[src/rtl/pattern_generator.sv]
// ---------------------------------------------------------------------------
// pattern_generator
//   Serial bit-pattern transmitter. A parallel pattern is latched on start and
//   shifted out MSB-first (bit [len-1] first) on x, qualified by valid. The
//   pattern is sent repeat_cnt+1 times with a single idle gap cycle between
//   sends. The sink throttles the stream with ready; a bit is consumed at a
//   posedge where ready and valid are both high.
//
//   Optional feature macro: PATGEN_PRBS_EN
//     Adds prbs_sel. When latched high, bits come from a PRBS7 LFSR
//     (x^7+x^6+1, seed 7'h7F, output = register MSB) instead of the pattern.
//
// Parameters
//   W   pattern width in bits (>=2)
//   LW  width of len, must satisfy 2**LW > W
//   RW  width of repeat_cnt
//
// Ports
//   clk         in   clock, posedge
//   n_rst       in   asynchronous active-low reset
//   start       in   begin a transmission (only honoured when idle)
//   pattern     in   [W]  bits to send
//   len         in   [LW] bits per pattern, 0 or >W means W
//   repeat_cnt  in   [RW] extra repeats
//   prbs_sel    in   select PRBS7 source (only with PATGEN_PRBS_EN)
//   ready       in   sink accepts the current bit
//   x           out  serial data (registered)
//   valid       out  x carries a pattern bit (registered)
//   busy        out  transmission in progress, through the done cycle
//   done        out  one-cycle pulse after the final bit
// ---------------------------------------------------------------------------
module pattern_generator #(
    parameter int W  = 8,
    parameter int LW = 4,
    parameter int RW = 4
) (
    input  logic          clk,
    input  logic          n_rst,
    input  logic          start,
    input  logic [W-1:0]  pattern,
    input  logic [LW-1:0] len,
    input  logic [RW-1:0] repeat_cnt,
`ifdef PATGEN_PRBS_EN
    input  logic          prbs_sel,
`endif
    input  logic          ready,
    output logic          x,
    output logic          valid,
    output logic          busy,
    output logic          done
);

    typedef enum logic [1:0] {IDLE, SHIFT, GAP, DONE} state_t;

    localparam logic [LW-1:0] W_L = LW'(W);

    state_t        state, state_next;
    logic [W-1:0]  pat_q;
    logic [LW-1:0] len_q;
    logic [LW-1:0] len_norm;
    logic [LW-1:0] bit_idx, bit_idx_next;
    logic [RW-1:0] reps_left, reps_next;
    logic [W-1:0]  pat_shift;
    logic          x_next, valid_next, busy_next, done_next;

`ifdef PATGEN_PRBS_EN
    logic          prbs_q;
    logic          prbs_active;
    logic [6:0]    lfsr, lfsr_next;
`endif

    // Out-of-range lengths fall back to the full pattern width.
    assign len_norm = (len == '0 || len > W_L) ? W_L : len;

    // State register; reset aborts any transmission without a done pulse.
    always_ff @(posedge clk or negedge n_rst) begin
        if (!n_rst) begin
            state <= IDLE;
        end else begin
            state <= state_next;
        end
    end

    // Next-state logic. A stalled SHIFT (ready low) simply stays put; the
    // last accepted bit of a pass decides between another pass and DONE.
    always_comb begin
        state_next = state;
        unique case (state)
            IDLE:  if (start) state_next = SHIFT;
            SHIFT: begin
                if (ready && bit_idx == '0) begin
                    state_next = (reps_left != '0) ? GAP : DONE;
                end
            end
            GAP:   state_next = SHIFT;
            DONE:  state_next = IDLE;
            default: state_next = IDLE;
        endcase
    end

    // Output and counter next-values. Outputs are registered, so x_next is
    // the bit that will be presented in the following cycle. At start the
    // raw inputs are used since the latched copies are not yet loaded.
    always_comb begin
        bit_idx_next = bit_idx;
        reps_next    = reps_left;
        x_next       = x;
        valid_next   = valid;
        busy_next    = busy;
        done_next    = 1'b0;
        pat_shift    = '0;
        unique case (state)
            IDLE: begin
                x_next     = 1'b0;
                valid_next = 1'b0;
                busy_next  = 1'b0;
                if (start) begin
                    bit_idx_next = len_norm - LW'(1);
                    reps_next    = repeat_cnt;
                    pat_shift    = pattern >> bit_idx_next;
                    x_next       = pat_shift[0];
                    valid_next   = 1'b1;
                    busy_next    = 1'b1;
                end
            end
            SHIFT: begin
                if (ready) begin
                    if (bit_idx != '0) begin
                        bit_idx_next = bit_idx - LW'(1);
                        pat_shift    = pat_q >> bit_idx_next;
                        x_next       = pat_shift[0];
                    end else begin
                        x_next     = 1'b0;
                        valid_next = 1'b0;
                        if (reps_left != '0) begin
                            reps_next = reps_left - RW'(1);
                        end else begin
                            done_next = 1'b1;
                        end
                    end
                end
            end
            GAP: begin
                bit_idx_next = len_q - LW'(1);
                pat_shift    = pat_q >> bit_idx_next;
                x_next       = pat_shift[0];
                valid_next   = 1'b1;
            end
            DONE: begin
                x_next     = 1'b0;
                valid_next = 1'b0;
                busy_next  = 1'b0;
            end
            default: begin
                x_next     = 1'b0;
                valid_next = 1'b0;
                busy_next  = 1'b0;
            end
        endcase
`ifdef PATGEN_PRBS_EN
        // The LFSR register MSB next cycle is exactly the bit to present.
        if (valid_next && prbs_active) x_next = lfsr_next[6];
`endif
    end

`ifdef PATGEN_PRBS_EN
    assign prbs_active = (state == IDLE) ? prbs_sel : prbs_q;

    // LFSR steps only on accepted bits, so stalls and gaps never skip bits.
    always_comb begin
        lfsr_next = lfsr;
        if (state == IDLE && start) begin
            lfsr_next = 7'h7F;
        end else if (state == SHIFT && ready) begin
            lfsr_next = {lfsr[5:0], lfsr[6] ^ lfsr[5]};
        end
    end

    always_ff @(posedge clk or negedge n_rst) begin
        if (!n_rst) begin
            prbs_q <= 1'b0;
            lfsr   <= '0;
        end else begin
            lfsr <= lfsr_next;
            if (state == IDLE && start) prbs_q <= prbs_sel;
        end
    end
`endif

    // Datapath registers: latched configuration, counters and outputs.
    always_ff @(posedge clk or negedge n_rst) begin
        if (!n_rst) begin
            pat_q     <= '0;
            len_q     <= '0;
            bit_idx   <= '0;
            reps_left <= '0;
            x         <= 1'b0;
            valid     <= 1'b0;
            busy      <= 1'b0;
            done      <= 1'b0;
        end else begin
            if (state == IDLE && start) begin
                pat_q <= pattern;
                len_q <= len_norm;
            end
            bit_idx   <= bit_idx_next;
            reps_left <= reps_next;
            x         <= x_next;
            valid     <= valid_next;
            busy      <= busy_next;
            done      <= done_next;
        end
    end

endmodule

[config.mk]
export PLATFORM = sky130hd
export DESIGN_NAME = pattern_generator
export DESIGN_NICKNAME = d
export VERILOG_FILES = /design/src/rtl/pattern_generator.sv
export SDC_FILE = /design/constraint.sdc
export NUM_CORES = 1
export LEC_CHECK = 0
export CAP_MARGIN = 0
export CORE_MARGIN = 10
export CORE_UTILIZATION = 54
export CTS_CLUSTER_DIAMETER = 60
export DETAILED_ROUTE_END_ITERATION = 6
export PLACE_DENSITY = 0.79
export SETUP_SLACK_MARGIN = 0.1
export SLEW_MARGIN = 20
export SYNTH_ARGS = -nofsm -noshare
export SYNTH_HDL_FRONTEND = slang
export SYNTH_SLANG_ARGS = --single-unit
[constraint.sdc]
create_clock -name clk -period 2.4 [get_ports clk]
set_input_delay 0.48 -clock clk [delete_from_list [all_inputs] [get_ports clk]]
set_output_delay 0.48 -clock clk [all_outputs]
set_load 0.01 [all_outputs]
== Yosys cells after proc, flatten, opt, wreduce, memory -nomap -nowiden ==
Index checks and enable logic that the tools add are counted.
Widths: inputs -> output; s select.
Storage, ports and cells
  output and inout bits: 4
  bits of input ports: 20
  bits in registers: 26
  logic and storage cells: 68
Operators by class
  reduce and logical (&&, ||, !) cells: 15
  shift operators: 3
  magnitude comparators: 1
  mux-type cells: 27
  equality and inequality tests: 9
  $add $sub $neg: 4
Operators by type and width (count)
  $mux 4: 8
  $shr 8x4->1: 3
  $sub 4x1->4 const B: 4
  $ne 2x2->1 const B: 6
  $pmux 4 s3: 1
  $mux 1: 11
  $logic_not 4->1: 2
  $pmux 1 s4: 2
  $pmux 2 s4: 1
  $pmux 4 s2: 1
  $reduce_bool 4->1: 2
  $reduce_and 5->1: 1
  $eq 2x2->1 const B: 2
  $gt 4x4->1 const B: 1
  $mux 2: 2
  $reduce_and 2->1: 2
  $reduce_and 4->1: 1
  $reduce_bool 2->1: 2
  $reduce_bool 3->1: 1
  $eq 2x1->1 const B: 1
  $logic_and 1x1->1: 2
  $logic_not 2->1: 1
  $pmux 1 s2: 1
  $logic_or 1x1->1: 1

== Depth between registers and ports, before layout ==
  depth after elaboration: 7
  mapped depth: 8
  depth with buffers taken out: 7

== Worst setup path after synthesis ==
Ideal clock, no wire load.
  path kind: input-to-reg
  start point: input port len[0]
  end point: register x
  arrival: 1.666 ns
  path buffers: 0
  setup slack: 0.600 ns
  data required time: 2.266 ns
  cell stages on the path: 6
  cell sequence: nor2b_1 > inv_1 > ha_1 > mux4_2 > a22oi_1 > nand4_1
On the way
  longest elaborated chain between the ends: 7
  elaborated cells on any way between the ends: 8
RTL lines
  start: declaration: line 41  | input logic [LW-1:0] len,
  $gt 4x4->1 or $logic_not 4->1 (tied branches): line 73  | assign len_norm = (len == '0 || len > W_L) ? W_L : len;
  $logic_or 1x1->1: line 73
  $mux 4 (*): line 73
  $sub 4x1->4 (*): line 118  | bit_idx_next = len_norm - LW'(1);
  $shr 8x4->1 (*): line 120  | pat_shift = pattern >> bit_idx_next;
  $mux 1 (*): line 117  | if (start) begin
  $pmux 1 s4 (*): line 112  | unique case (state)
  end signal: assignment: line 208  | x <= x_next;
  end: declaration: line 47  | output logic x,
Every way passes the cells marked *; elsewhere a longest branch is shown, timed or not.
A chain may end at the register's enable or synchronous reset.

== Final worst setup path ==
  start point: register state[1]
  end point: register reps_left[2]
On the way
  longest elaborated chain between the ends: 3
  elaborated cells on any way between the ends: 9
RTL lines
  start: declaration: line 57  | state_t state, state_next;
  start signal: assignment: line 80  | state <= state_next;
  $eq 2x1->1 or $logic_not 2->1 (tied branches): line 112
  $ne 2x2->1 (no source line) or $reduce_bool 2->1 (tied branches)
  $reduce_and 5->1 (no source line)
  end signal: assignment: line 207  | reps_left <= reps_next;
  end: declaration: line 62  | logic [RW-1:0] reps_left, reps_next;
Parallel ways exist; a longest one is shown, timed or not.

==> impl_metrics.toml <==
[status]
outcome = "finished, final reports clean"

[timing]
worst_pin_slew_ns = 0.645
rsz0062_at_grt = "no"
finClkSkew_ns = 0.00970
max_slew_margin = 0.569
hold_violations = 0
tns_ns = 0
fmax_ghz = 0.467
min_period_over_period = 0.892
whs_ns = 0.488
maxSlewViolCount = 0
fin_crit_ns = 2.14
setup_violations = 0

[drt]
routed_wirelength_um = 3950
dr.pass1.iters = 4
drc = 0
wl_per_cell_um = 17.0
num_vias = 1408
drt_iter0_markers = 160
final_antenna_net_count = 0
vias_per_cell = 6.04

[floorplanning]
start_util = 0.556
rows = 20
dieHeight_um = 75.8
ios = 24
core_um2 = 3030
fp.dieArea_um2 = 5750
fp.dieW_um = 75.8

[critical_path]
reg2reg_depth = 7
worstPathArrival_ns = 2.37
cp-startpoint = "state[1]"
regToRegEndpoint = "reps_left[2]"
path_class = "register to register"
crit_chain = "inv_1 > ha_1 > inv_6 > or4_4 > nand2_4 > a21oi_1 > o22a_1"
end_kind = "register"
r2r_setup_slack_ns = 0.26
critPathLaunchType = "register"
reg2reg_from = "state[1]"
cpPeakStageDelay_ns = 0.55
cp.required_ns = 2.63
critPathSlowestCell = "or4_4"
crit_fanout = 11
cp-endpoint = "reps_left[2]"

[placement]
routabilityCongestion = 0.888
hpwl_um = 2980
post_dp_cell_area_um2 = 1960
io_buffers = 23

[cts]
path_clk_slew_ns = 0.15
cts_tree = "done"
clock-sinks = 26
cts.path.max_buffers = 2
cts_setup_buffers = 0
cts-htree-levels = 1
ctsResizeCount = 0
cts_buffers = 3
clk-insertion-delay-late_ns = 0.33
root_buffer = "clkbuf_4"
cts_hold_buf = 0

[logic_synthesis]
yosysWarnings = 0
synth_edf_count = 0
ys_ff_latch = 26
yosysSeqAreaShare = 0.386
synthesis.nets = 192
async_reset_ff_frac = 1.00
yosys.cell_types.count = 44
avgSynthCellArea_um2 = 10.3
syn_inst = 163
syn_area_um2 = 1680
synth_flop_cell = "dfrtp_1"

[global_routing]
grt_max_degree = 27
antenna_found_initial = 0
grt_pass1_wl_um = 6790
grt_overflow = 0
grt_pass1_vias = 1438
grt_usage = 0.150

[final_layout]
nNetsFinal = 219
num_antenna_cells = 0
drive_above_1_share = 0.148
final_area_um2 = 1990
area_growth_pct = 18.4
layout_common_cells = "dfrtp_1 (26), clkdlybuf4s50_1 (23), inv_1 (13), nor2_1 (13), nand2_1 (11)"
layout_commonest_cell = "dfrtp_1"
utilization = 0.659

[worst_hold_path]
hp-class = "primary input to asynchronous set/reset pin"

[power]
power_leakage_nw = 0.830
seqPwrFrac = 0.310
fin_total_pwr_mw = 2.69
power_frac_comb = 0.605
power_density_nw_per_um2 = 1350
swShare = 0.453
p_int_mw = 1.47
p_clk_frac = 0.085
ir_worst_vdd_mv = 0.642
power_switching_mw = 1.22

[flow_run]
drv_cap = 0
==> Yosys cell counts (all sizes together), types with 2 or more instances <==
cell type | number | area [µm²]
dfrtp | 26 | 651
mux2 | 9 | 101
mux4 | 3 | 67.6
ha | 9 | 113
o31ai | 2 | 15.0
a2111oi | 3 | 26.3
nor2b | 5 | 31.3
o21ai | 9 | 45.0
xor2 | 4 | 42.6
nand2 | 12 | 52.6
buf | 2 | 16.3
a31oi | 5 | 31.3
a21oi | 7 | 46.3
nor3 | 5 | 25.0
a22oi | 2 | 15.0
o22a | 2 | 17.5
inv | 14 | 57.6
nand2b | 3 | 18.8
nand3 | 2 | 10.0
nor2 | 13 | 48.8
a32o | 2 | 20.0
o221ai | 2 | 17.5
mux2i | 6 | 60.1
clkbuf | 2 | 17.5
==> routing by layer <==
metal | share of wire | up-vias | global-route usage
li1 | - | 652 | -
met1 | 0.43 | 692 | 0.195
met2 | 0.47 | 57 | 0.237
met3 | 0.083 | 7 | 0.0339
met4 | 0.016 | 0 | 0.0557
met5 | 0 | - | 0
==> how the worst min path moves through the flow <==
stage	start	end	slack, ns	cells past startpoint
floorplan	n_rst	bit_idx[0]	0.18	0
global placement	busy	busy	0.49	2
detailed placement	len_q[1]	len_q[1]	0.49	2
CTS	n_rst	bit_idx[2]	0.50	2
global route	n_rst	bit_idx[2]	0.51	2
finish	n_rst	bit_idx[2]	0.49	2
==> sequential cells by signal, summed over array words and instances (netlist names) <==
register,flops
bit_idx,4
len_q,4
done,1
state,2
x,1
busy,1
pat_q,8
valid,1
reps_left,4
==> worst max-delay path, delay by kind of cell, from the launching register on <==
kind	cells	cell delay (ns)
AND/OR/NAND/NOR	2	0.66
flip-flops	1	0.44
AO/OA/AOI/OAI	2	0.27
buffers and inverters	2	0.18
adder cells (fa/ha/maj)	1	0.47
==> power groups by stage <==
stage               combinational (mW)  sequential (mW)  clock [mW]
floorplan                         1.25            0.790           0
global placement                  1.54            0.826           0
detailed placement                1.58            0.840           0
CTS                               1.61            0.828       0.233
global route                      1.80            0.861       0.257
finish                            1.62            0.831       0.229
==> final cells by class <==
type	instances	area, µm²
well taps	44	55.1
multi-input cells	119	942
repair buffers	26	253
flip-flops and latches	26	651
fillers	249	1030
clock buffers	4	36.3
inverters	14	57.6
==> kinds of logic (layout without fill, tap and decap cells) <==
family | Yosys count | count (layout) | share of synthesized area
AOI/OAI and AO/OA | 43 | 43 | 0.185
xor gates and xnor gates | 4 | 4 | 0.0253
buffers and inverters | 18 | 44 | 0.0542
DFF | 26 | 26 | 0.386
adders and majority gates | 9 | 9 | 0.0669
muxes | 18 | 18 | 0.136
and+or+nand+nor | 45 | 45 | 0.146
==> metrics by stage <==
step / instances / setup WS [ns]
final: 233 / 0.260
after global routing: 233 / 0.182
after CTS: 233 / 0.291
after detailed placement: 229 / 0.131
after global placement: 229 / 0.234
after floorplan: 163 / 0.600
No activity file was read; power rests on OpenSTA's default activity.
